$ cat src/rtl/stopwatch_if.sv
// Control pulses in, displayed time and status out, for the millisecond stopwatch core.
// The bench drives the pulses through the master modport; the core uses the slave modport.
interface stopwatch_if;
    logic        tc_1ms;
    logic        start_stop;
    logic        lap;
    logic        clear;
    logic [27:0] disp_bcd;
    logic        running;
    logic        lap_active;
    logic        overflow;

    modport master (
        output tc_1ms, start_stop, lap, clear,
        input  disp_bcd, running, lap_active, overflow
    );

    modport slave (
        input  tc_1ms, start_stop, lap, clear,
        output disp_bcd, running, lap_active, overflow
    );
endinterface

$ cat src/rtl/stopwatch_core.sv
// BCD stopwatch: mm:ss.mmm live counter, lap freeze register and a run/pause/lap FSM.
// Counting and every transition are decided from the pre-edge state.
module stopwatch_core #(
    parameter int MIN_LIMIT = 59
) (
    input  logic       clk,
    input  logic       reset,
    stopwatch_if.slave sw_if
);

    typedef enum logic [1:0] {
        S_IDLE  = 2'd0,
        S_RUN   = 2'd1,
        S_PAUSE = 2'd2,
        S_LAP   = 2'd3
    } state_t;

    typedef struct packed {
        logic [3:0] m1;
        logic [3:0] m0;
        logic [3:0] s1;
        logic [3:0] s0;
        logic [3:0] ms2;
        logic [3:0] ms1;
        logic [3:0] ms0;
    } bcd_time_t;

    localparam logic [3:0] MIN_TENS = 4'(MIN_LIMIT / 10);
    localparam logic [3:0] MIN_ONES = 4'(MIN_LIMIT % 10);

    state_t    r_state;
    bcd_time_t r_live;
    bcd_time_t r_lap;
    bcd_time_t r_disp;
    logic      r_running;
    logic      r_lap_active;
    logic      r_overflow;

    bcd_time_t w_live_inc;
    logic      w_count_en;
    logic      w_c_ms1;
    logic      w_c_ms2;
    logic      w_c_s0;
    logic      w_c_s1;
    logic      w_c_m;
    logic      w_wrap;

    assign w_count_en = sw_if.tc_1ms && ((r_state == S_RUN) || (r_state == S_LAP));

    // Ripple carry enables: each digit steps only when all lower digits are at their max.
    assign w_c_ms1 = (r_live.ms0 == 4'd9);
    assign w_c_ms2 = w_c_ms1 && (r_live.ms1 == 4'd9);
    assign w_c_s0  = w_c_ms2 && (r_live.ms2 == 4'd9);
    assign w_c_s1  = w_c_s0  && (r_live.s0  == 4'd9);
    assign w_c_m   = w_c_s1  && (r_live.s1  == 4'd5);
    assign w_wrap  = w_c_m   && (r_live.m1 == MIN_TENS) && (r_live.m0 == MIN_ONES);

    // NOTE: every output of this block gets a default first so no latch is inferred.
    always_comb begin
        w_live_inc = r_live;
        w_live_inc.ms0 = w_c_ms1 ? 4'd0 : r_live.ms0 + 4'd1;
        if (w_c_ms1) w_live_inc.ms1 = w_c_ms2 ? 4'd0 : r_live.ms1 + 4'd1;
        if (w_c_ms2) w_live_inc.ms2 = w_c_s0  ? 4'd0 : r_live.ms2 + 4'd1;
        if (w_c_s0)  w_live_inc.s0  = w_c_s1  ? 4'd0 : r_live.s0  + 4'd1;
        if (w_c_s1)  w_live_inc.s1  = w_c_m   ? 4'd0 : r_live.s1  + 4'd1;
        if (w_c_m) begin
            if (w_wrap) begin
                w_live_inc.m1 = 4'd0;
                w_live_inc.m0 = 4'd0;
            end else if (r_live.m0 == 4'd9) begin
                w_live_inc.m1 = r_live.m1 + 4'd1;
                w_live_inc.m0 = 4'd0;
            end else begin
                w_live_inc.m0 = r_live.m0 + 4'd1;
            end
        end
    end

    // NOTE: sequential state uses non-blocking assignments; v_next is a block-local temporary
    // written with a blocking assignment only to derive the registered status flags.
    always_ff @(posedge clk or negedge reset) begin
        state_t v_next;
        if (!reset) begin
            // NOTE: these are plain registers, not a memory array, so all of them reset.
            r_state      <= S_IDLE;
            r_live       <= '0;
            r_lap        <= '0;
            r_disp       <= '0;
            r_running    <= 1'b0;
            r_lap_active <= 1'b0;
            r_overflow   <= 1'b0;
        end else begin
            v_next     = r_state;
            r_overflow <= 1'b0;
            r_disp     <= (r_state == S_LAP) ? r_lap : r_live;

            if (w_count_en) begin
                r_live     <= w_live_inc;
                r_overflow <= w_wrap;
            end

            // Pulses not legal in the current state are ignored, so a lower-priority pulse wins.
            case (r_state)
                S_IDLE: begin
                    if (sw_if.start_stop) v_next = S_RUN;
                end
                S_RUN: begin
                    if (sw_if.start_stop) begin
                        v_next = S_PAUSE;
                    end else if (sw_if.lap) begin
                        v_next = S_LAP;
                        r_lap  <= r_live;
                    end
                end
                S_LAP: begin
                    if (sw_if.start_stop)  v_next = S_PAUSE;
                    else if (sw_if.lap)    v_next = S_RUN;
                end
                S_PAUSE: begin
                    if (sw_if.clear) begin
                        v_next = S_IDLE;
                        r_live <= '0;
                        r_lap  <= '0;
                    end else if (sw_if.start_stop) begin
                        v_next = S_RUN;
                    end
                end
                default: v_next = S_IDLE;
            endcase

            r_state      <= v_next;
            r_running    <= (v_next == S_RUN) || (v_next == S_LAP);
            r_lap_active <= (v_next == S_LAP);
        end
    end

    assign sw_if.disp_bcd   = r_disp;
    assign sw_if.running    = r_running;
    assign sw_if.lap_active = r_lap_active;
    assign sw_if.overflow   = r_overflow;

endmodule

$ cat src/flat_wrapper.sv
// flat-port wrapper written by rule: the top's interface ports become plain ports
module stopwatch_core_flat 
#(
    parameter int MIN_LIMIT = 59
)
  (clk, reset, sw_if_tc_1ms, sw_if_start_stop, sw_if_lap, sw_if_clear, sw_if_disp_bcd, sw_if_running, sw_if_lap_active, sw_if_overflow);
  stopwatch_if sw_if_i ();
  input  logic clk;
  input  logic reset;
  input wire logic [$bits(sw_if_i.tc_1ms)-1:0] sw_if_tc_1ms;
  input wire logic [$bits(sw_if_i.start_stop)-1:0] sw_if_start_stop;
  input wire logic [$bits(sw_if_i.lap)-1:0] sw_if_lap;
  input wire logic [$bits(sw_if_i.clear)-1:0] sw_if_clear;
  output wire logic [$bits(sw_if_i.disp_bcd)-1:0] sw_if_disp_bcd;
  output wire logic [$bits(sw_if_i.running)-1:0] sw_if_running;
  output wire logic [$bits(sw_if_i.lap_active)-1:0] sw_if_lap_active;
  output wire logic [$bits(sw_if_i.overflow)-1:0] sw_if_overflow;
  assign sw_if_i.tc_1ms = sw_if_tc_1ms;
  assign sw_if_i.start_stop = sw_if_start_stop;
  assign sw_if_i.lap = sw_if_lap;
  assign sw_if_i.clear = sw_if_clear;
  assign sw_if_disp_bcd = sw_if_i.disp_bcd;
  assign sw_if_running = sw_if_i.running;
  assign sw_if_lap_active = sw_if_i.lap_active;
  assign sw_if_overflow = sw_if_i.overflow;
  stopwatch_core #(.MIN_LIMIT(MIN_LIMIT)) u_core (.clk(clk), .reset(reset), .sw_if(sw_if_i));
endmodule
$ cat config.mk
export PLATFORM = sky130hd
export DESIGN_NAME = stopwatch_core_flat
export DESIGN_NICKNAME = d
export VERILOG_FILES = /design/src/rtl/stopwatch_if.sv /design/src/rtl/stopwatch_core.sv /design/src/flat_wrapper.sv
export SDC_FILE = /design/constraint.sdc
export NUM_CORES = 1
export LEC_CHECK = 0
export ABC_AREA = 1
export CORE_MARGIN = 2
export CORE_UTILIZATION = 42
export CTS_BUF_LIST = sky130_fd_sc_hd__clkbuf_8
export DETAILED_ROUTE_END_ITERATION = 10
export RECOVER_POWER = 100
export SYNTH_ARGS = -nofsm -noshare
export SYNTH_HDL_FRONTEND = slang
export SYNTH_SLANG_ARGS = --single-unit
$ cat constraint.sdc
create_clock -name clk -period 5.4 [get_ports clk]
set_clock_uncertainty 0.2 [all_clocks]
set_input_delay 1.35 -clock clk [delete_from_list [all_inputs] [get_ports clk]]
set_output_delay 1.35 -clock clk [all_outputs]
set_load 0.03 [all_outputs]
==> results of run 1 <==
==> final cells by class <==
class | instances | share of cell area (%)
sequential | 88 | 48.5
clock inverter | 5 | 1.07
inverter | 78 | 6.47
multi-input combinational | 245 | 29.9
clock buffer | 10 | 3.03
timing repair buffer | 38 | 8.04
tap | 111 | 3.06
==> cells by family after synthesis <==
kind of cell,share of synthesized area [%]
AND/OR/NAND/NOR,18.8
AO/OA/AOI/OAI,12.0
adder cells (fa/ha/maj),3.79
XOR/XNOR,1.10
flip-flops,55.6
buffers and inverters,8.84
==> tightest hold or removal path, cell delays in order (launching register included) <==
cell and delay, ns:
dfrtp_1 0.37, nand2_1 0.05, o21ai_0 0.06
==> where the power goes <==
part	leakage [uW]	internal, uW	switching [uW]
clock network	0.000103	220	222
logic	0.000910	103	233
registers	0.00121	733	46.7
==> layout by cell type (no fill, tap or decap), types with 3 or more instances in the layout <==
cell type | synthesis | layout
a21oi_1 | 10 | 10
clkbuf_8 | 0 | 10
clkinv_2 | 1 | 3
dfrtp_1 | 88 | 88
dlygate4sd3_1 | 0 | 34
ha_1 | 12 | 12
inv_1 | 69 | 72
inv_2 | 8 | 6
nand2_1 | 62 | 64
nand3_1 | 21 | 21
nand3_2 | 3 | 3
nor2_1 | 24 | 28
nor2_2 | 10 | 8
nor3_1 | 5 | 5
o21ai_0 | 38 | 42
o22ai_1 | 25 | 25
o31ai_1 | 3 | 3
xor2_1 | 5 | 5
==> worst min-delay path by stage <==
stage                           endpoint  slack [ns]
2_1_floorplan  u_core.sw_if.disp_bcd[22]        0.27
3_3_place_gp   u_core.sw_if.disp_bcd[22]        0.29
3_5_place_dp   u_core.sw_if.disp_bcd[22]        0.30
4_1_cts        u_core.sw_if.disp_bcd[22]        0.32
5_1_grt                 u_core.r_lap[21]        0.35
6_report       u_core.sw_if.disp_bcd[22]        0.31
==> registers in the layout, summed over array words and instances, names as in the netlist <==
name / flops
u_core.r_lap: 28
u_core.r_live: 28
u_core.sw_if.disp_bcd: 28
u_core.r_state: 1
u_core.sw_if.lap_active: 1
u_core.sw_if.overflow: 1
u_core.sw_if.running: 1
==> through the flow <==
step | power [uW] | utilization [%] | hold slack (ns) | worst slack, ns | cell area [um^2]
2_1_floorplan | 1030 | - | 0.273 | 2.88 | 3960
6_report | 1560 | 49.4 | 0.314 | 1.64 | 4540
3_3_place_gp | 1150 | 48.1 | 0.294 | 1.93 | 4420
3_5_place_dp | 1150 | 48.1 | 0.297 | 1.86 | 4420
5_1_grt | 1650 | 49.4 | 0.351 | 1.09 | 4540
4_1_cts | 1600 | 50.1 | 0.317 | 2.25 | 4610
==> routing by layer <==
| layer | wire length, um | part of all wire (%) |
|---|---|---|
| met5 | 0 | 0 |
| met4 | 159 | 2.1 |
| met3 | 225 | 3.0 |
| met2 | 3450 | 46 |
| met1 | 3720 | 49 |
==> impl_results.md, run 1 <==
- Area contributors post-synth: dfrtp_1, inv_1, nand2_1, o21ai_0, o22ai_1
- Post-route setup TNS: 0 ns
- Avg Cell Area, Syn: 9.39 um^2
- Total grt overflow: 0
- H-tree Lvls: 3
- Max-cap viol count: 2
- Fillers: 913
- Synth Register Bits: 88
- Area fraction of the dominant cell type after synthesis: 55.6%
- Yosys top cell by area: dfrtp_1
- Area grow syn2layout: 14.6%
- Clock tree buffer depth: 2
- GRT Util Overall: 17.0%
- CP Depth: 2
- Critical-path cell list: clkbuf_1, buf_4
- Seq/Total Area, Yosys: 55.6%
- DP HPWL: 5.03 mm
- First-pass GRT wire length: 13.5 mm
- Ys flop type: dfrtp_1
- Slew Viols, Final: 112
- Placed Cells: 560
- Reg clk slew, reported paths: 0.09 ns
- Leakage: 0.00223 uW
- GR Layer Usage met1: 23.8%
- Failing checks: max-capacitance violations, max-slew violations
- PostCTS Resize Cnt: 0
- Kind of cell adding the most delay to the critical path: buffers and inverters
- CTS tree: done
- Max stage delay on crit path: 1.98 ns
- DR pass1 iterations: 4
- Synthesized cell area: 3960 um^2
- Worst Path Class, Setup: input port to async pin
- Reg-to-reg endpoint: u_core.sw_if.disp_bcd[11]
- Reg2Reg Depth: 3
- Fin cells: 575
- Num rows: 35
- Critical Path Source: reset
- Net total in the final layout: 478
- Ys async rst share: 100%
- Initial antenna violation count: 0
- Die ar.: 10200 um^2
- Min-delay worst type: register to register
- Worst Path Buf+Inv: 2
- CP max stage cell: clkbuf_1
- Fmax: 266 MHz
- Most frequent cell after synthesis: dfrtp_1
- Die X: 101 um
- Core Footprint: 9200 um^2
- Placer congestion estimate: 0.852
- Status: complete, but fails checks
- DRC viols: 0
- Clock latency on the worst-skew pair: 0.36 ns
- Critical Path AT: 4.05 ns
- Vias after detailed routing: 2834
- Starting Density: 43.1%
- Power Dens Cells: 343 nW/um^2
- Pin count of the biggest net entering global routing: 57
- RSZ-0062 raised after global routing: false
- Post-synth cell types: 34
- Min cycle time layout: 3.76 ns
- Post-CTS Hold Buffers: 0
- RR Startpoint: u_core.sw_if.running
- Die H: 101 um
- YS warnings: 0
- CTS buffer count: 9
- Commonest cells in the netlist: dfrtp_1, inv_1, nand2_1, o21ai_0, o22ai_1
- Critical Path RT: 5.68 ns
- Vias per std cell: 4.93
- GRT busiest layer: met2
- Crit Path Max Fanout: 54
- Drt first-iter violations: 108
- Final hold vios: 0
- Avg WL per Cell: 13.1 um
- End of the critical path: u_core.r_lap[15]
- CP startpoint kind: input port
- Final worst path period share: 69.7%
- Setup crit end kind: async pin
- Share of post-route cells with drive strength above 1: 9.27%
- Final setup fails: 0
- Max IR drop VDD: 0.168 mV
- Mapped Nets: 440
- TritonCTS Sinks: 88
- Antenna Nets Post-Route: 0
- Port buffer count: 36
- Syn Inst Count: 422
- Multi-input gate area: 1360 um^2
- Slew HR: -89.7%
- EDFF count, synth: 0
- Vias in the first global route: 2858
- Root Buffer Master: clkbuf_8
- Register area: 2200 um^2
- Number of diodes: 0
- WHS Path Cells: 2
- DRT Wirelength: 7.55 mm
- I/O pin cnt: 37
- R2R Setup Slk: 2.55 ns
- Grt met3 use: 3.31%
- Min-Delay Startpoint: u_core.r_live[22]
- Met2 Usage GRT: 25.5%
- Postcts setup bufs: 0
- Tightest Pin Transition: 2.85 ns
Note: power is estimated with default switching activity, not from simulation.
==> run 2: changes to the inputs <==
==> constraint.sdc (replaced) <==
create_clock -name clk -period 3.7 [get_ports clk]
set_clock_uncertainty 0.2 [all_clocks]
set_input_delay 0.925 -clock clk [delete_from_list [all_inputs] [get_ports clk]]
set_output_delay 0.925 -clock clk [all_outputs]
set_load 0.03 [all_outputs]
==> run 2 against run 1 <==
  * The run now ends clean
  * Clock-buffer cell count is 2 higher
  * Wire length is 0.41% higher
  * Via count is 0.28% lower
  * Sequential share of layout area is 0.25 points lower
==> impl_results.md, run 2 (synthesized netlist as in run 1, its figures left out) <==
- Status: complete, no violations
- Post-Route M1 WL: 3.70 mm
- CP startpoint kind: input port
- H-tree Lvls: 3
- CTS tree: done
- Reg clk slew, reported paths: 0.09 ns
- Fmax: 337 MHz
- DRT Wirelength: 7.58 mm
- Top Layer Used: met4
- Clock latency on the worst-skew pair: 0.35 ns
- Post-CTS Hold Buffers: 0
- RR Startpoint: u_core.sw_if.running
- Setup WS pre-CTS: 0.924 ns
- Root Buffer Master: clkbuf_8
- Antenna Nets Post-Route: 0
- Die X: 101 um
- RSZ-0062 raised after global routing: false
- Worst Path Class, Setup: input port to register
- Die H: 101 um
- CTS buffer count: 9
- Max stage delay on crit path: 0.70 ns
- Commonest non-fill, non-tap cell in the layout: dfrtp_1
- Post-route setup TNS: 0 ns
- Number of diodes: 0
- First-pass GRT wire length: 13.6 mm
- WL met3: 281 um
- DP HPWL: 5.22 mm
- PostCTS Resize Cnt: 0
- Setup crit end kind: register
- Power Dens Cells: 510 nW/um^2
- Total grt overflow: 0
- Placer congestion estimate: 0.832
- Vias per std cell: 4.89
- Clock tree buffer depth: 2
- Critical Path Source: sw_if_tc_1ms
- Share of post-route cells with drive strength above 1: 9.42%
- WHS: 0.308 ns
- Final worst path period share: 80.2%
- Vias in the first global route: 2841
- Core Footprint: 9200 um^2
- Critical Path AT: 3.02 ns
- Max-cap viol count: 0
- DRC viols: 0
- Max IR drop VDD: 0.254 mV
- Port buffer count: 36
- Slew Viols, Final: 0
- Power, Total: 2330 uW
- Register area: 2200 um^2
- R2R Setup Slk: 1.17 ns
- WL met2: 3.52 mm
- Most frequent cells in the layout: dfrtp_1, inv_1, nand2_1
- Slew HR: 16.6%
- Multi-input gate area: 1340 um^2
- GRT Util Overall: 16.9%
- Tightest Pin Transition: 1.25 ns
- Leakage: 0.00224 uW
- Initial antenna violation count: 0
- Avg WL per Cell: 13.1 um
- Drt first-iter violations: 169
- Starting Density: 43.1%
- Final hold vios: 0
- Area grow syn2layout: 15.2%
- Pin count of the biggest net entering global routing: 51
- End of the critical path: u_core.r_live[19]
- Critical Path RT: 3.75 ns
- Final setup fails: 0
- Fillers: 904
- Min-delay worst type: register to register
- Reg2Reg Depth: 3
- Vias after detailed routing: 2826
- Crit Path Max Fanout: 10
- Die ar.: 10200 um^2
- Net total in the final layout: 480
- I/O pin cnt: 37
- Postcts setup bufs: 0
- DR pass1 iterations: 5
- Final setup margin: 0.734 ns
- Min cycle time layout: 2.97 ns
- Critical-path cell list: dlygate4sd3_1, nand2_1, nor2_1, nand3_1, nor2_1, nand3_1, nand2_1, nor2_2
- CP max stage cell: nor2_1
- Reg-to-reg endpoint: u_core.sw_if.disp_bcd[26]
- TritonCTS Sinks: 88
- Num rows: 35
run 2: worst min path at each step:
stage / start / to / slack [ns] / cells past startpoint
after floorplan: u_core.r_live[22] / u_core.sw_if.disp_bcd[22] / 0.27 / 2
after global placement: u_core.r_live[22] / u_core.sw_if.disp_bcd[22] / 0.29 / 2
after detailed placement: u_core.r_live[22] / u_core.sw_if.disp_bcd[22] / 0.29 / 2
after CTS: u_core.r_live[22] / u_core.sw_if.disp_bcd[22] / 0.31 / 2
after global routing: u_core.r_lap[20] / u_core.r_lap[20] / 0.34 / 2
final: u_core.r_live[22] / u_core.sw_if.disp_bcd[22] / 0.31 / 2
run 2: metrics by stage:
stage | utilization (%) | area (um^2) | cells
finish | 49.7 | 4570 | 578
global route | 49.7 | 4570 | 578
CTS | 50.6 | 4650 | 578
detailed placement | 48.2 | 4430 | 562
global placement | 48.2 | 4430 | 562
floorplan | - | 3960 | 422
run 2: layer usage:
layer | global-route usage (%) | vias to the layer above
met3 | 2.97 | 9
met5 | 0 | -
met2 | 26.7 | 51
li1 | - | 1429
met1 | 23.4 | 1337
met4 | 6.24 | 0
run 2: layout make-up:
| cell class | instances | share of cell area (%) |
|---|---|---|
| repair buffers | 40 | 8.19 |
| well taps | 111 | 3.04 |
| clock buffers | 12 | 3.62 |
| multi-input cells | 245 | 29.4 |
| clock inverters | 4 | 1.12 |
| flip-flops and latches | 88 | 48.2 |
| inverters | 78 | 6.44 |
run 2: power breakdown:
group / internal [uW] / switching, uW / total (uW)
combinational: 151 / 338 / 489
sequential: 1070 / 69.5 / 1140
clock: 368 / 334 / 702
total: 1590 / 742 / 2330
run 2: worst max-delay path: cells and delay by family:
kind / cells / cell delay (ns)
buffers and inverters: 1 / 0.52
and+or+nand+nor: 7 / 1.57
